--- config.mk ---
export PLATFORM = sky130hd
export DESIGN_NAME = fir_input_sequencer_flat
export DESIGN_NICKNAME = d
export VERILOG_FILES = /design/src/rtl/fir_pkg.sv /design/src/rtl/fir_input_sequencer_if.sv /design/src/rtl/fir_input_sequencer_sample_fifo.sv /design/src/rtl/fir_input_sequencer.sv /design/src/flat_wrapper.sv
export SDC_FILE = /design/constraint.sdc
export NUM_CORES = 1
export LEC_CHECK = 0
export BUFFER_PORTS_ARGS = -buffer_cell sky130_fd_sc_hd__buf_4
export CAP_MARGIN = 15
export CORE_UTILIZATION = 59
export DETAILED_ROUTE_END_ITERATION = 8
export GPL_ROUTABILITY_DRIVEN = 0
export HOLD_SLACK_MARGIN = 0.12
export PLACE_DENSITY = 0.82
export SLEW_MARGIN = 5
export SYNTH_ARGS = -nofsm -noshare
export SYNTH_HDL_FRONTEND = slang
export SYNTH_SLANG_ARGS = --single-unit
export TNS_END_PERCENT = 100
--- constraint.sdc ---
create_clock -name clk -period 2.5 [get_ports clk]
set_input_delay 0.25 -clock clk [delete_from_list [all_inputs] [get_ports clk]]
set_output_delay 0.25 -clock clk [all_outputs]
set_load 0.005 [all_outputs]
--- src/rtl/fir_pkg.sv ---
// Shared definitions for the FIR stage and its input sequencer: state
// encoding and default widths.
package fir_pkg;

    localparam int FIR_X_N_SIZE    = 8;
    localparam int FIR_TAP_SIZE    = 6;
    localparam int FIR_NBR_OF_TAPS = 3;

    typedef enum logic [1:0] {
        IDLE   = 2'd0,
        STREAM = 2'd1,
        LOAD   = 2'd2
    } fir_state_t;

endpackage

--- src/rtl/fir_input_sequencer_if.sv ---
// Host-side valid/ready word port. The host drives the word and its tag; the
// sequencer answers with in_ready.
interface fir_input_sequencer_if #(
    parameter int X_N_SIZE = fir_pkg::FIR_X_N_SIZE
);
    logic [X_N_SIZE-1:0] in_data;
    logic                in_is_coeff;
    logic                in_valid;
    logic                in_ready;

    modport master (
        output in_data,
        output in_is_coeff,
        output in_valid,
        input  in_ready
    );

    modport slave (
        input  in_data,
        input  in_is_coeff,
        input  in_valid,
        output in_ready
    );
endinterface

--- src/rtl/fir_input_sequencer_sample_fifo.sv ---
// Small synchronous sample FIFO with a combinational head read, level count
// and full/empty flags. Push on full and pop on empty are ignored.
module sample_fifo #(
    parameter int WIDTH = 8,
    parameter int DEPTH = 4
) (
    input  logic                     clk,
    input  logic                     rst,
    input  logic                     push,
    input  logic                     pop,
    input  logic [WIDTH-1:0]         wr_data,
    output logic [WIDTH-1:0]         rd_data,
    output logic [$clog2(DEPTH):0]   level,
    output logic                     full,
    output logic                     empty
);
    localparam int PTR_W = $clog2(DEPTH);
    localparam logic [PTR_W:0] DEPTH_C = (PTR_W + 1)'(DEPTH);

    logic [WIDTH-1:0] mem [DEPTH];
    logic [PTR_W-1:0] wr_ptr_reg;
    logic [PTR_W-1:0] rd_ptr_reg;
    logic [PTR_W:0]   level_reg;
    logic             do_push;
    logic             do_pop;

    assign full    = (level_reg == DEPTH_C);
    assign empty   = (level_reg == '0);
    assign do_push = push && !full;
    assign do_pop  = pop && !empty;
    assign rd_data = mem[rd_ptr_reg];
    assign level   = level_reg;

    // Storage write; contents need no reset because the pointers gate reads.
    always_ff @(posedge clk) begin
        if (do_push) begin
            mem[wr_ptr_reg] <= wr_data;
        end
    end

    // Pointers wrap naturally (DEPTH is a power of two); level tracks occupancy.
    always_ff @(posedge clk or posedge rst) begin
        if (rst) begin
            wr_ptr_reg <= '0;
            rd_ptr_reg <= '0;
            level_reg  <= '0;
        end else begin
            if (do_push) begin
                wr_ptr_reg <= wr_ptr_reg + PTR_W'(1);
            end
            if (do_pop) begin
                rd_ptr_reg <= rd_ptr_reg + PTR_W'(1);
            end
            case ({do_push, do_pop})
                2'b10:   level_reg <= level_reg + (PTR_W + 1)'(1);
                2'b01:   level_reg <= level_reg - (PTR_W + 1)'(1);
                default: level_reg <= level_reg;
            endcase
        end
    end

endmodule

--- src/rtl/fir_input_sequencer.sv ---
// Feeds the FIR stage: tags host words as samples or coefficients, queues
// samples, stages one coefficient set, and presents either a sample stream or
// an atomic coefficient load on registered FIR-facing outputs.
module fir_input_sequencer
    import fir_pkg::*;
#(
    parameter int X_N_SIZE    = FIR_X_N_SIZE,
    parameter int TAP_SIZE    = FIR_TAP_SIZE,
    parameter int NBR_OF_TAPS = FIR_NBR_OF_TAPS,
    parameter int FIFO_DEPTH  = 4
) (
    input  logic                          clk,
    input  logic                          rst,
    fir_input_sequencer_if.slave          host,
    output logic [X_N_SIZE-1:0]           x_n,
    output logic                          s_axis_fir_tvalid,
    output logic                          s_set_coeffs,
    output logic [$clog2(FIFO_DEPTH):0]   fifo_level,
    output logic                          coeff_loaded
);
    localparam int LVL_W = $clog2(FIFO_DEPTH) + 1;
    localparam int CNT_W = $clog2(NBR_OF_TAPS + 1);
    localparam logic [CNT_W-1:0] TAPS_C = CNT_W'(NBR_OF_TAPS);

    fir_state_t state_reg, state_next;

    logic [CNT_W-1:0]    stage_cnt_reg;
    logic [CNT_W-1:0]    load_cnt_reg;
    logic [TAP_SIZE-1:0] stage_reg [NBR_OF_TAPS];

    logic [X_N_SIZE-1:0] x_n_reg, x_n_next;
    logic                tvalid_reg, tvalid_next;
    logic                set_reg, set_next;
    logic                loaded_reg, loaded_next;

    logic [X_N_SIZE-1:0] fifo_head;
    logic [LVL_W-1:0]    fifo_level_w;
    logic                fifo_full;
    logic                fifo_empty;

    logic                coeff_ready;
    logic                sample_ready;
    logic                coeff_accept;
    logic                push;
    logic                pop;
    logic                load_last;
    logic                stream_drains;
    logic [CNT_W-1:0]    coeff_idx;
    logic [TAP_SIZE-1:0] sel_coeff;
    logic [X_N_SIZE-1:0] coeff_ext;

    // Handshake: coefficients stall while a full set waits or loads; samples
    // stall only on a full FIFO (registered level, no push-through).
    assign coeff_ready   = (stage_cnt_reg < TAPS_C) && (state_reg != LOAD);
    assign sample_ready  = !fifo_full;
    assign host.in_ready = host.in_is_coeff ? coeff_ready : sample_ready;
    assign coeff_accept  = host.in_valid && host.in_is_coeff && coeff_ready;
    assign push          = host.in_valid && !host.in_is_coeff && sample_ready;
    assign pop           = (state_reg == STREAM) && !fifo_empty;

    // Streaming ends when this edge's pop leaves the FIFO empty and nothing refills it.
    assign stream_drains = (fifo_level_w <= LVL_W'(1)) && !push;
    assign load_last     = (load_cnt_reg == TAPS_C);

    // Load cycle 0 is a lead-in repeating stage[0]; cycle k presents stage[k-1].
    assign coeff_idx = (load_cnt_reg == '0) ? '0 : (load_cnt_reg - CNT_W'(1));

    sample_fifo #(
        .WIDTH (X_N_SIZE),
        .DEPTH (FIFO_DEPTH)
    ) u_sample_fifo (
        .clk     (clk),
        .rst     (rst),
        .push    (push),
        .pop     (pop),
        .wr_data (host.in_data),
        .rd_data (fifo_head),
        .level   (fifo_level_w),
        .full    (fifo_full),
        .empty   (fifo_empty)
    );

    // Coefficient staging registers, one per tap, written in arrival order.
    generate
        for (genvar gi = 0; gi < NBR_OF_TAPS; gi++) begin : g_stage
            // Capture the accepted coefficient into the slot the count points at.
            always_ff @(posedge clk or posedge rst) begin
                if (rst) begin
                    stage_reg[gi] <= '0;
                end else if (coeff_accept && (stage_cnt_reg == CNT_W'(gi))) begin
                    stage_reg[gi] <= host.in_data[TAP_SIZE-1:0];
                end
            end
        end
    endgenerate

    // Staging count: cleared on the edge that finishes a load, so the next
    // set can only start once the current one has been handed over.
    always_ff @(posedge clk or posedge rst) begin
        if (rst) begin
            stage_cnt_reg <= '0;
        end else if ((state_reg == LOAD) && load_last) begin
            stage_cnt_reg <= '0;
        end else if (coeff_accept) begin
            stage_cnt_reg <= stage_cnt_reg + CNT_W'(1);
        end
    end

    // Position within the load sequence; idle at zero outside LOAD.
    always_ff @(posedge clk or posedge rst) begin
        if (rst) begin
            load_cnt_reg <= '0;
        end else if ((state_reg == LOAD) && !load_last) begin
            load_cnt_reg <= load_cnt_reg + CNT_W'(1);
        end else begin
            load_cnt_reg <= '0;
        end
    end

    // Select the staged coefficient for the current load position.
    always_comb begin
        sel_coeff = stage_reg[0];
        for (int i = 1; i < NBR_OF_TAPS; i++) begin
            if (coeff_idx == CNT_W'(i)) begin
                sel_coeff = stage_reg[i];
            end
        end
    end

    // Sign-extend the tap to the FIR input width.
    generate
        if (X_N_SIZE > TAP_SIZE) begin : g_sext
            assign coeff_ext = {{(X_N_SIZE - TAP_SIZE){sel_coeff[TAP_SIZE-1]}}, sel_coeff};
        end else begin : g_same
            assign coeff_ext = sel_coeff;
        end
    endgenerate

    // FSM state register.
    always_ff @(posedge clk or posedge rst) begin
        if (rst) begin
            state_reg <= IDLE;
        end else begin
            state_reg <= state_next;
        end
    end

    // Next state and next FIR-facing output values; a complete staged set
    // pre-empts streaming from any state.
    always_comb begin
        state_next  = state_reg;
        x_n_next    = '0;
        tvalid_next = 1'b0;
        set_next    = 1'b0;
        loaded_next = 1'b0;

        case (state_reg)
            STREAM: begin
                if (pop) begin
                    x_n_next    = fifo_head;
                    tvalid_next = 1'b1;
                end
            end
            LOAD: begin
                x_n_next    = coeff_ext;
                set_next    = 1'b1;
                loaded_next = load_last;
            end
            default: begin
            end
        endcase

        if ((state_reg != LOAD) && (stage_cnt_reg == TAPS_C)) begin
            state_next = LOAD;
        end else begin
            case (state_reg)
                IDLE: begin
                    if (!fifo_empty) begin
                        state_next = STREAM;
                    end
                end
                STREAM: begin
                    if (stream_drains) begin
                        state_next = IDLE;
                    end
                end
                LOAD: begin
                    if (load_last) begin
                        state_next = fifo_empty ? IDLE : STREAM;
                    end
                end
                default: state_next = IDLE;
            endcase
        end
    end

    // Registered FIR-facing outputs.
    always_ff @(posedge clk or posedge rst) begin
        if (rst) begin
            x_n_reg    <= '0;
            tvalid_reg <= 1'b0;
            set_reg    <= 1'b0;
            loaded_reg <= 1'b0;
        end else begin
            x_n_reg    <= x_n_next;
            tvalid_reg <= tvalid_next;
            set_reg    <= set_next;
            loaded_reg <= loaded_next;
        end
    end

    assign x_n               = x_n_reg;
    assign s_axis_fir_tvalid = tvalid_reg;
    assign s_set_coeffs      = set_reg;
    assign coeff_loaded      = loaded_reg;
    assign fifo_level        = fifo_level_w;

endmodule

--- src/flat_wrapper.sv ---
// flat-port wrapper written by rule: the top's interface ports become plain ports
module fir_input_sequencer_flat import fir_pkg::*;
#(
    parameter int X_N_SIZE    = FIR_X_N_SIZE,
    parameter int TAP_SIZE    = FIR_TAP_SIZE,
    parameter int NBR_OF_TAPS = FIR_NBR_OF_TAPS,
    parameter int FIFO_DEPTH  = 4
)
  (clk, rst, x_n, s_axis_fir_tvalid, s_set_coeffs, fifo_level, coeff_loaded, host_in_data, host_in_is_coeff, host_in_valid, host_in_ready);
  fir_input_sequencer_if #(.X_N_SIZE(X_N_SIZE)) host_i ();
  input  logic clk;
  input  logic rst;
  output logic [X_N_SIZE-1:0] x_n;
  output logic s_axis_fir_tvalid;
  output logic s_set_coeffs;
  output logic [$clog2(FIFO_DEPTH):0] fifo_level;
  output logic coeff_loaded;
  input wire logic [$bits(host_i.in_data)-1:0] host_in_data;
  input wire logic [$bits(host_i.in_is_coeff)-1:0] host_in_is_coeff;
  input wire logic [$bits(host_i.in_valid)-1:0] host_in_valid;
  output wire logic [$bits(host_i.in_ready)-1:0] host_in_ready;
  assign host_i.in_data = host_in_data;
  assign host_i.in_is_coeff = host_in_is_coeff;
  assign host_i.in_valid = host_in_valid;
  assign host_in_ready = host_i.in_ready;
  fir_input_sequencer #(.X_N_SIZE(X_N_SIZE), .TAP_SIZE(TAP_SIZE), .NBR_OF_TAPS(NBR_OF_TAPS), .FIFO_DEPTH(FIFO_DEPTH)) u_core (.clk(clk), .rst(rst), .host(host_i), .x_n(x_n), .s_axis_fir_tvalid(s_axis_fir_tvalid), .s_set_coeffs(s_set_coeffs), .fifo_level(fifo_level), .coeff_loaded(coeff_loaded));
endmodule
---- Word-level counts from Yosys, hierarchy flattened ----
Memory sizes are Yosys's and may differ from the RTL's.
Index checks and enable logic that the tools add are counted.
storage, ports and cells
  register bits ........................... 42
  bits in writable memories ............... 32
  input port bits ......................... 12
  output and inout port bits .............. 15
  word-level logic and storage cells ...... 87
  memories kept ........................... 1
operators by class
  $add $sub $neg .......................... 7
  $lt $le $gt $ge ......................... 2
  equal/unequal tests ..................... 15
  mux-type cells .......................... 22
  reduce and logical (&&, ||, !) cells .... 27
memory list
  memory                    words  bits a word  read ports  clocked after Yosys merged registers in  write ports  RTL line                               RTL
  u_core.u_sample_fifo.mem  4      8            1           0                                        1            fir_input_sequencer_sample_fifo.sv:20  logic [WIDTH-1:0] mem [DEPTH];
operators with widths
  kind                                                                               count
  2-bit 2-to-1 mux                                                                   8
  8-bit case mux with 2 select lines                                                 1
  1-bit logical AND                                                                  15
  2-bit equality test (second input constant)                                        6
  6-bit 2-to-1 mux                                                                   2
  2-bit by 1-bit adder with 2-bit output (second input constant)                     4
  2-bit by 1-bit equality test with 1-bit output (second input constant)             4
  1-bit 2-to-1 mux                                                                   8
  8-bit 2-to-1 mux                                                                   1
  2-bit logical NOT                                                                  3
  3-bit by 2-bit inequality test with 1-bit output (second input constant)           2
  2-bit case mux with 3 select lines                                                 1
  3-bit case mux with 2 select lines                                                 1
  1-bit logical NOT                                                                  5
  2-bit nonzero test                                                                 2
  3-bit by 1-bit adder with 3-bit output (second input constant)                     1
  3-bit equality test (second input constant)                                        1
  3-bit by 1-bit less-or-equal comparator with 1-bit output (second input constant)  1
  3-bit logical NOT                                                                  1
  3-bit inequality test (second input constant)                                      1
  3-bit AND reduction                                                                1
  3-bit by 1-bit subtractor with 3-bit output (second input constant)                1
  2-bit less-than comparator (second input constant)                                 1
  2-bit inequality test (second input constant)                                      1
  2-bit by 1-bit subtractor with 2-bit output (second input constant)                1

---- Depth between registers and ports, before layout ----
  depth in word-level cells ............... 8
  mapped depth ............................ 9
  mapped depth without buffers ............ 9

---- By module ----
A second synthesis with hierarchy kept.
unflattened totals
  cell total of the unflattened synthesis .. 204
  area, all modules ....................... 3289.4 sq um
modules (own cells, without submodules)
  module               times used  cells each  area each (sq um)  sequential area each (sq um)
  fir_input_sequencer  1           124         1692.9             875.8
  sample_fifo          1           80          1596.5             1136.1

---- Worst setup path after synthesis ----
No wires, ideal clock.
  path type ............................... register to register
  start point ............................. register u_core.u_sample_fifo.level_reg[0], in the netlist u_core.u_sample_fifo.level[0]
  end point ............................... register u_core.u_sample_fifo.level_reg[2], in the netlist u_core.u_sample_fifo.level[2]
  setup time .............................. 0.127 ns
  arrival ................................. 1.698 ns
  required time ........................... 2.373 ns
  slack ................................... 0.675 ns
  cell stages (with the launch flop) ...... 10
  path buffers ............................ 1
  clock period less this slack ............ 1.825 ns
  cells stage by stage .................... dfrtp_1 > inv_1 > ha_1 > nand2b_1 > and2_1 > buf_2 > ha_1 > mux2i_1 > nor2_1 > xor2_1
on the way
  longest elaborated chain between the ends .. 6
  elaborated cells between the ends (all ways) .. 14
  classes of those cells .................. add/sub (2); eq/ne (3); mux (1); reduce/logical (8)
RTL lines
  what                                                                                          RTL line                                                                      RTL
  start: declaration                                                                            fir_input_sequencer_sample_fifo.sv:23                                         logic [PTR_W:0] level_reg;
  start signal: assignment                                                                      fir_input_sequencer_sample_fifo.sv:55                                         2'b10: level_reg <= level_reg + (PTR_W + 1)'(1);
  start signal: assignment                                                                      fir_input_sequencer_sample_fifo.sv:56                                         2'b01: level_reg <= level_reg - (PTR_W + 1)'(1);
  start signal: assignment                                                                      fir_input_sequencer_sample_fifo.sv:57                                         default: level_reg <= level_reg;
  3-bit equality test / 3-bit logical NOT (equally long branches)                               fir_input_sequencer_sample_fifo.sv:27, fir_input_sequencer_sample_fifo.sv:28
  1-bit logical NOT, on equally long branches                                                   --
  1-bit logical AND, on equally long branches                                                   fir_input_sequencer.sv:58, fir_input_sequencer.sv:59
  1-bit logical AND, on equally long branches                                                   fir_input_sequencer_sample_fifo.sv:29, fir_input_sequencer_sample_fifo.sv:30
  2-bit by 1-bit equality test with 1-bit output / 2-bit equality test (equally long branches)  fir_input_sequencer_sample_fifo.sv:54                                         case ({do_push, do_pop})
  3-bit case mux with 2 select lines / 2-bit nonzero test (equally long branches)               --
Several ways; a longest one is shown, not always the timed one.
A chain may end at the register's enable or synchronous reset.

---- Worst setup path in the final report ----
Ends and elaborated chain as after synthesis.

==> impl_metrics.tcl <==
set metrics [dict create \
    largest_reg_flops 32 \
    syn_area_sq_mm 0.003327 \
    h-tree-depth 3 \
    leakagePower_nw 1.709 \
    routedWlPerCell_um 16.83 \
    synth_edf_count 32 \
    ff2ff_setup_slack_ns 0.59 \
    area_growth_pct 13.80 \
    drv_cap 0 \
    ys_warn_count 0 \
    muxShareOfSynthArea_pct 15.64 \
    initial_core_util_pct 63.13 \
    hp-class "primary input to flop" \
    swShare_pct 32.51 \
    antenna_found_initial 0 \
    vias 1838 \
    p_per_area_mw_per_mm2 1104 \
    clock_latency_ns 0.34 \
    grtUsageTotal_pct 21.35 \
    critPathCaptureType "flop" \
    skew_ns 0.006756 \
    portBuffers 26 \
    grt_pass1_vias 1940 \
    synth_cell_types 30 \
    cts_made_buffers 9 \
    synth_cells 224 \
    ant_nets 0 \
    slew_headroom_pct 62.99 \
    grt_pass1_wl_mm 9.294 \
    hold_violations 0 \
    ir_drop_mv 0.6581 \
    switchingPower_mw 1.359 \
    drive_gt1_share_pct 27.92 \
    fin_setup_tns_ns 0 \
    root_buffer "clkbuf_8" \
    clockBufferDepth 2 \
    clkPwrFrac_pct 18.3 \
    grt_max_degree 43 \
    cts_resized 0 \
    synth.top_cells.by_count "42 x dfrtp_1, 32 x edfxtp_1, 20 x ha_1, 18 x mux2_4" \
    slew_viol_final 0 \
    fin_cells 335 \
    synth_ff_type "dfrtp_1" \
    cp.arrival_ns 2.13 \
    power.internal_mw 2.820 \
    dp_hpwl_mm 3.884 \
    die_x_um 77.09 \
    syn_area_per_cell_sq_um 14.85 \
    synth-seq-cells 74 \
    clkSlewWorstSetupHoldPaths_ns 0.07 \
    synth-compound-area-share_pct 4.287 \
    rows 26 \
    rsz0062_at_grt "false" \
    synth_most_common_cell "dfrtp_1" \
    dr.pass1.iters 4 \
    overflow 0 \
    cts_tree "yes" \
    tightest_slew_ns 0.5552 \
    worst_ep_required_time_ns 2.72 \
    initialDrtViolationCount 75 \
    synthXorXnorAreaFrac_pct 1.843 \
    synth_top_area_cell "dfrtp_1" \
    p_seq_share_pct 45.9 \
    async_flop_share_pct 56.76 \
    clock_sinks 74 \
    wl_mm 5.639 \
    synth_top_family_by_area "multiplexers" \
    status "completed" \
    fmax_ghz 0.5248 \
    min_period_ns 1.905 \
    routed_via_density 5.487 \
    comb_power_share_pct 35.8 \
    setup_viol 0 \
    yosys.area.top_type_share_pct 31.59 \
    worstSetupPathType "flop to flop" \
    netlist_top_cells_area "dfrtp_1 32%, edfxtp_1 29%, mux2_4 8.1%" \
    ys_seq_area_share_pct 60.47 \
    drc 0 \
    worstPathMaxFanout 6 \
    syn_nets 256 \
    yosys.area_share.simple_pct 8.011 \
    dieArea_sq_mm 0.005943 \
    min_period_over_period_pct 76.22 \
    num_io_pins 27 \
    diodes 0 \
    synth-adder-area-share_pct 7.522 \
    nets 292 \
    core_area_sq_mm 0.005270 \
    placed_cells 316 \
    start_kind "flop" \
    die_y_um 77.09 \
]
-- layout make-up --
| cell class | count | area, sq um |
|---|---|---|
| sequential | 74 | 2012 |
| fill | 363 | 1484 |
| timing repair buffer | 31 | 240.2 |
| clock inverter | 7 | 36.28 |
| clock buffer | 9 | 123.9 |
| tap | 70 | 87.58 |
| inverter | 12 | 45.04 |
| multi-input combinational | 132 | 1241 |
-- repair_timing --
item	in CTS	in global routing
endpoints found under the hold margin	50	0
buffers inserted	0	0
setup endpoints to repair	0	0
hold buffers	3	0
-- kinds of logic (layout without fill, tap and decap cells) --
| kind of cell | count (synthesis) | in the layout |
|---|---|---|
| adders and majority gates | 20 | 20 |
| DFF | 74 | 74 |
| and+or+nand+nor | 49 | 49 |
| muxes | 33 | 33 |
| xor gates and xnor gates | 7 | 7 |
| buffers and inverters | 18 | 59 |
| AOI/OAI and AO/OA | 23 | 23 |
-- cell usage in the layout, fill, tap and decap left out, types with 4 or more instances in the layout --
master | synthesis | layout
a21oi_1 | 7 | 7
and3_1 | 4 | 4
buf_4 | 1 | 28
clkbuf_8 | 0 | 9
clkinv_2 | 0 | 4
dfrtp_1 | 42 | 42
edfxtp_1 | 32 | 32
ha_1 | 20 | 20
inv_1 | 12 | 12
mux2_4 | 18 | 18
mux2i_1 | 7 | 7
mux4_2 | 8 | 8
nand2_1 | 10 | 10
nand2b_1 | 4 | 4
nand3_1 | 9 | 9
nor2_1 | 12 | 12
o21ai_0 | 9 | 9
xnor2_1 | 5 | 5
-- path summary, 6_finish.rpt --
kind	start	endpoint	depth (start not counted)
setup / recovery	u_core.u_sample_fifo.level[0]	u_core.u_sample_fifo.level[2]	9
hold / removal	host_in_data[4]	u_core.u_sample_fifo.mem[2][4]	1
setup reg to reg	u_core.u_sample_fifo.level[0]	u_core.u_sample_fifo.level[2]	9
hold reg to reg	u_core.load_cnt_reg[0]	u_core.load_cnt_reg[0]	1
max in group asynchronous	rst	u_core.state_reg[0]	4
min in group asynchronous	rst	u_core.stage_reg[7]	4
-- layer usage --
metal	share of wire (%)	vias to the layer above	GRT usage [%]
met1	44	914	26.35
met4	2.2	0	10.00
met5	0	-	0
li1	-	872	-
met2	50	41	35.54
met3	4.0	11	5.119
-- power groups by stage --
stage	sequential [mW]	clock [mW]	combinational [mW]
floorplan	1.83	0	1.17
detailed placement	1.95	0	1.49
global placement	1.93	0	1.46
finish	1.92	0.763	1.50
CTS	1.93	0.786	1.51
global route	1.97	0.826	1.65
-- stage by stage --
step | power [mW] | util, % | area, sq um | hold WS (ns) | setup slack (ns)
final | 4.179 | 71.84 | 3786 | 0.1411 | 0.5946
after CTS | 4.226 | 71.84 | 3786 | 0.1254 | 0.5897
after global placement | 3.390 | 68.23 | 3596 | 0.4243 | 0.6910
after global routing | 4.450 | 71.84 | 3786 | 0.1373 | 0.4583
after floorplan | 2.994 | - | 3327 | 0.3489 | 0.6752
after detailed placement | 3.442 | 68.23 | 3596 | 0.4342 | 0.6087
-- critical path, cell delays in order (launching register included) --
cell     delay [ns]
dfrtp_1        0.45
inv_1          0.09
ha_1           0.21
nand2_1        0.16
and2_1         0.22
inv_1          0.06
ha_1           0.23
mux2i_1        0.16
nor2_1         0.07
xor2_1         0.14
Note: power is estimated with default switching activity, not from simulation.
